===== config.mk =====
export PLATFORM = sky130hd
export DESIGN_NAME = exmem_skid
export DESIGN_NICKNAME = d
export VERILOG_FILES = /design/src/rtl/exmem_skid.sv
export SDC_FILE = /design/constraint.sdc
export NUM_CORES = 1
export LEC_CHECK = 0
export BUFFER_PORTS_ARGS = -buffer_cell sky130_fd_sc_hd__clkbuf_2
export CORE_ASPECT_RATIO = 0.75
export CORE_MARGIN = 5
export CORE_UTILIZATION = 25
export DETAILED_ROUTE_END_ITERATION = 7
export GPL_ROUTABILITY_DRIVEN = 0
export PLACE_DENSITY = 0.41
export SKIP_LAST_GASP = 1
export SYNTH_ARGS = -nofsm -noshare
export SYNTH_HDL_FRONTEND = slang
export SYNTH_SLANG_ARGS = --single-unit

===== constraint.sdc =====
create_clock -name clk -period 2.3 [get_ports clk]
set_input_delay 0.46 -clock clk [delete_from_list [all_inputs] [get_ports clk]]
set_output_delay 0.46 -clock clk [all_outputs]
set_load 0.01 [all_outputs]

===== src/rtl/exmem_skid.sv =====
// -----------------------------------------------------------------------------
// exmem_skid
//   Two-entry skid buffer sitting between the EX and MEM pipeline stages.
//   The "main" entry drives the outputs; the "skid" entry absorbs the one
//   payload that arrives while the consumer is stalling. in_ready comes
//   straight from a flop, so there is no combinational path from out_ready
//   back to the upstream stage, yet a full one-entry-per-cycle stream is
//   sustained while out_ready stays high.
//
// Ports
//   clk                  single clock, rising edge
//   reset                asynchronous, active-low reset
//   flush                synchronous kill of both held entries (highest priority)
//   in_valid / in_ready  upstream (EX) handshake
//   in_pc, in_result, in_data [XLEN], in_zero, in_rd [RD_W], in_ctrl [5]
//                        payload; in_ctrl = {RegWrite, MemtoReg, MemRead,
//                        MemWrite, Branch} (bit 4 .. bit 0)
//   out_valid / out_ready downstream (MEM) handshake
//   out_*                head entry; out_ctrl reads 0 whenever out_valid is 0,
//                        the other payload outputs keep their last value
//   occupancy [2]        number of held entries, 0..2
//
// Optional build macro
//   EXMEM_SKID_PERF_EN   adds stall_cnt [32] (cycles with out_valid && !out_ready)
//                        and flush_cnt [16] (flushes that killed a valid entry);
//                        both saturate and are cleared only by reset.
// -----------------------------------------------------------------------------
module exmem_skid #(
    parameter int unsigned XLEN = 64,
    parameter int unsigned RD_W = 5
) (
    input  logic            clk,
    input  logic            reset,
    input  logic            flush,

    input  logic            in_valid,
    output logic            in_ready,
    input  logic [XLEN-1:0] in_pc,
    input  logic [XLEN-1:0] in_result,
    input  logic [XLEN-1:0] in_data,
    input  logic            in_zero,
    input  logic [RD_W-1:0] in_rd,
    input  logic [4:0]      in_ctrl,

    output logic            out_valid,
    input  logic            out_ready,
    output logic [XLEN-1:0] out_pc,
    output logic [XLEN-1:0] out_result,
    output logic [XLEN-1:0] out_data,
    output logic            out_zero,
    output logic [RD_W-1:0] out_rd,
    output logic [4:0]      out_ctrl,

    output logic [1:0]      occupancy
`ifdef EXMEM_SKID_PERF_EN
    ,
    output logic [31:0]     stall_cnt,
    output logic [15:0]     flush_cnt
`endif
);

    localparam int unsigned CTRL_W  = 5;
    localparam int unsigned OCC_W   = 2;
`ifdef EXMEM_SKID_PERF_EN
    localparam int unsigned STALL_W = 32;
    localparam int unsigned FLUSH_W = 16;
`endif

    // One pipeline entry as held in either slot.
    typedef struct packed {
        logic [XLEN-1:0]   pc;
        logic [XLEN-1:0]   result;
        logic [XLEN-1:0]   data;
        logic              zero;
        logic [RD_W-1:0]   rd;
        logic [CTRL_W-1:0] ctrl;
    } entry_t;

    // State registers
    entry_t            main_q,     main_d;
    entry_t            skid_q,     skid_d;
    logic              main_v_q,   main_v_d;
    logic              skid_v_q,   skid_v_d;
    logic              in_ready_q, in_ready_d;
    logic [OCC_W-1:0]  occ_q,      occ_d;

    // Handshake qualifiers
    logic              accept;
    logic              consume;
    entry_t            in_entry;

    // Pack the incoming payload.
    always_comb begin
        in_entry        = '0;
        in_entry.pc     = in_pc;
        in_entry.result = in_result;
        in_entry.data   = in_data;
        in_entry.zero   = in_zero;
        in_entry.rd     = in_rd;
        in_entry.ctrl   = in_ctrl;
    end

    assign accept  = in_valid && in_ready_q;
    assign consume = main_v_q && out_ready;

    // Next-state logic for both slots.
    always_comb begin
        main_d   = main_q;
        skid_d   = skid_q;
        main_v_d = main_v_q;
        skid_v_d = skid_v_q;

        if (flush) begin
            // Kill everything; the same-cycle input is dropped as well.
            main_v_d = 1'b0;
            skid_v_d = 1'b0;
        end else if (skid_v_q) begin
            // in_ready is low while the skid is full, so nothing is accepted here.
            if (consume) begin
                main_d   = skid_q;
                skid_v_d = 1'b0;
            end
        end else if (main_v_q) begin
            if (consume && accept) begin
                main_d = in_entry;
            end else if (consume) begin
                main_v_d = 1'b0;
            end else if (accept) begin
                skid_d   = in_entry;
                skid_v_d = 1'b1;
            end
        end else if (accept) begin
            main_d   = in_entry;
            main_v_d = 1'b1;
        end

        // Control bits must never leak out of an empty head slot.
        if (!main_v_d) begin
            main_d.ctrl = '0;
        end
    end

    // Registered views of the valid bits.
    always_comb begin
        in_ready_d = !skid_v_d;
        occ_d      = OCC_W'(main_v_d) + OCC_W'(skid_v_d);
    end

    // State register.
    always_ff @(posedge clk or negedge reset) begin
        if (!reset) begin
            main_q     <= '0;
            skid_q     <= '0;
            main_v_q   <= 1'b0;
            skid_v_q   <= 1'b0;
            in_ready_q <= 1'b1;
            occ_q      <= '0;
        end else begin
            main_q     <= main_d;
            skid_q     <= skid_d;
            main_v_q   <= main_v_d;
            skid_v_q   <= skid_v_d;
            in_ready_q <= in_ready_d;
            occ_q      <= occ_d;
        end
    end

    // Outputs are taken directly from flops.
    assign in_ready   = in_ready_q;
    assign out_valid  = main_v_q;
    assign out_pc     = main_q.pc;
    assign out_result = main_q.result;
    assign out_data   = main_q.data;
    assign out_zero   = main_q.zero;
    assign out_rd     = main_q.rd;
    assign out_ctrl   = main_q.ctrl;
    assign occupancy  = occ_q;

`ifdef EXMEM_SKID_PERF_EN
    logic [STALL_W-1:0] stall_q, stall_d;
    logic [FLUSH_W-1:0] flush_q, flush_d;

    // Saturating performance counters.
    always_comb begin
        stall_d = stall_q;
        flush_d = flush_q;
        if (main_v_q && !out_ready && (stall_q != {STALL_W{1'b1}})) begin
            stall_d = stall_q + STALL_W'(1);
        end
        if (flush && (main_v_q || skid_v_q) && (flush_q != {FLUSH_W{1'b1}})) begin
            flush_d = flush_q + FLUSH_W'(1);
        end
    end

    always_ff @(posedge clk or negedge reset) begin
        if (!reset) begin
            stall_q <= '0;
            flush_q <= '0;
        end else begin
            stall_q <= stall_d;
            flush_q <= flush_d;
        end
    end

    assign stall_cnt = stall_q;
    assign flush_cnt = flush_q;
`endif

endmodule

==> reports/results.txt <==
Sink Count = 411
Ports = 415
Worst slew pin tran = 0.928 ns
Share of layout cells above drive strength 1 = 71.3%
Std-Cell Rows = 86
WL final = 49200 um
Max-slew violations = 0
Design area = 23300 um^2
Remaining routing DRC violations = 0
Post-synthesis to final-layout area growth = 26.8%
Nets = 1767
Synth Instances = 1107
Max-Slew Margin vs Limit = 38.2%
GRT Util Overall = 12.2%
GR Overflow Total = 0
Worst-skew pair later-pin latency = 0.58 ns
Mapped Nets = 1316
Min-delay src = in_result[8]
Synth area leaders = dfrtp_1 (56%), mux2_2 (26%), mux2_4 (14%)
Port Buffers = 414
Max Cap Viol = 0
Setup violators final = 0
Average instance area after synthesis = 16.6 um^2
CTS max path bufs = 3
Top cell type's share of synthesized area = 55.9%
Required time of the worst setup path = 2.76 ns
Setup TNS Final = 0 ns
LEAKAGE = 0.0111 uW
Seq/Total Area, Yosys = 56.0%
Worst clock skew = 0.0163 ns
Library cells used by synthesis = 23
Layout Cells excl Fill = 2560
Crit path largest cell delay = 0.55 ns
Critical path type = reg2reg
Routed vias = 10800
Post-CTS Resized = 0
Most common cell in the synthesized netlist = mux2_2
Crit. End Element = flip-flop
Initial DRC count = 325
TritonCTS clock tree = built
Worst EP arrival = 2.51 ns
Synth Register Bits = 411
Initial antenna violation count = 7
Final Hold Vio Count = 0
H-tree levels = 2
Initial core utilization = 25.1%
Total CTS buffers = 46
CP Cell Sequence = nand2_1 > or4_4 > buf_12 > buf_12 > mux2_4
Vias per std cell = 4.22
Status = finished clean
Setup bufs post-CTS = 0
Pin count of the biggest net entering global routing = 103
Die Span X = 323 um
Max stage delay cell, worst path = dfstp_2
Worst hold path type = in2reg
First-pass DRT Iterations = 4
Post-synth top area cell = dfrtp_1
Critical Path Most Common Cell = buf_12
Startpoint types = flip-flop
Period Utilization, post-route = 89.3%
HPWL Detailed = 34200 um
CTS Root Cell = clkbuf_16
FFs w/ async S/R, synth = 100%
Vias in the first global route = 11800
Max VDD drop = 0.421 mV
Post-synth EDFFs = 0
Synth top cells by count = mux2_2 (429), dfrtp_1 (410), mux2_4 (170)
DRT antenna net count = 0
YS warnings = 0
Placed Instance Area = 21900 um^2
Die area = 79000 um^2
Core Area = 73200 um^2
Post-CTS Hold Fix Bufs = 1
Post-Place Cells = 2477
Clock-pin slew on the worst setup and hold paths = 0.06 ns
Main synth FF type = dfrtp_1
First-pass GRT wire length = 75000 um
Pwr dens = 995 nW/um^2
CP Max Fanout = 25
Maximum clock rate = 0.487 GHz
Crit path time final = 2.05 ns
WL/cell = 19.2 um
Unrepaired setup endpoints after global routing = no
Mapped cell area = 18400 um^2
Worst setup path start = in_ready
Die Y = 245 um
Worst flop-to-flop path startpoint = in_ready
logic make-up after synthesis:
kind of cell	after synthesis	share of synthesized area [%]
compound gates	14	0.579
fa+ha+maj	1	0.0682
buf+inv	69	2.55
flops	411	56.0
mux	604	40.5
simple gates	8	0.273
through the flow:
step / utilization, % / hold slack [ns] / setup slack [ns] / total power [uW]
3_5_place_dp: 29.9 / 0.436 / 0.182 / 16300
2_1_floorplan: - / 0.164 / 0.348 / 13900
6_report: 31.8 / 0.127 / 0.246 / 23200
5_1_grt: 31.8 / 0.0863 / 0.174 / 24500
4_1_cts: 31.8 / 0.0666 / 0.219 / 23700
3_3_place_gp: 29.9 / 0.438 / 0.193 / 16200
sequential cells by signal, indices dropped and copies added, names as in the netlist:
signal	count
in_ready	1
occupancy	2
out_ctrl	5
out_data	64
out_pc	64
out_rd	5
out_result	64
out_valid	1
out_zero	1
skid_q	203
skid_v_q	1
area by class of cell:
type                            instances  area, um^2
Multi-Input combinational cell        627        7610
Antenna cell                            3        7.51
Timing Repair Buffer                  471        2760
Clock buffer                           71        1320
Tap cell                              968        1210
Inverter                                1        3.75
Fill cell                            7351       49900
Sequential cell                       411       10300
Clock inverter                          8        71.3
layout by cell type (no fill, tap or decap), types with 3 or more instances in the layout:
cell,count
a2111oi_0,5
a31oi_1,6
buf_12,20
buf_4,36
clkbuf_1,19
clkbuf_16,47
clkbuf_2,413
clkbuf_8,5
clkinv_2,5
dfrtp_1,409
diode_2,3
mux2_2,429
mux2_4,170
mux2i_1,5
nand2b_1,3
critical path, delay by kind of cell (launching register included):
family,cells,cell delay [ns]
DFF,1,0.55
muxes,1,0.32
and+or+nand+nor,2,0.61
buffers and inverters,2,0.42
layer usage:
metal,track usage [%],vias to the layer above,wire (um)
met1,16.8,5574,23000
met3,3.31,69,2680
met4,3.31,8,1080
met2,19.2,236,22400
li1,-,4918,-
met5,0,-,61
report_power, final:
part | switching [uW] | internal (uW) | leakage [uW] | total (uW)
logic | 2230 | 3360 | 0.00544 | 5590
clock network | 3010 | 4030 | 0.000676 | 7040
registers | 1170 | 9360 | 0.00499 | 10500
total | 6420 | 16700 | 0.0111 | 23200
worst paths after layout:
check | end | slack [ns] | cells past startpoint
worst min register to register | skid_q[26] | 0.50 | 1
min in group asynchronous | out_result[51] | 0.42 | 2
worst max-delay path | skid_q[89] | 0.25 | 5
worst min-delay path | skid_q[83] | 0.13 | 2
max in group asynchronous | skid_q[69] | 0.98 | 3
worst max register to register | skid_q[89] | 0.25 | 5
No activity file was read; power rests on OpenSTA's default activity.
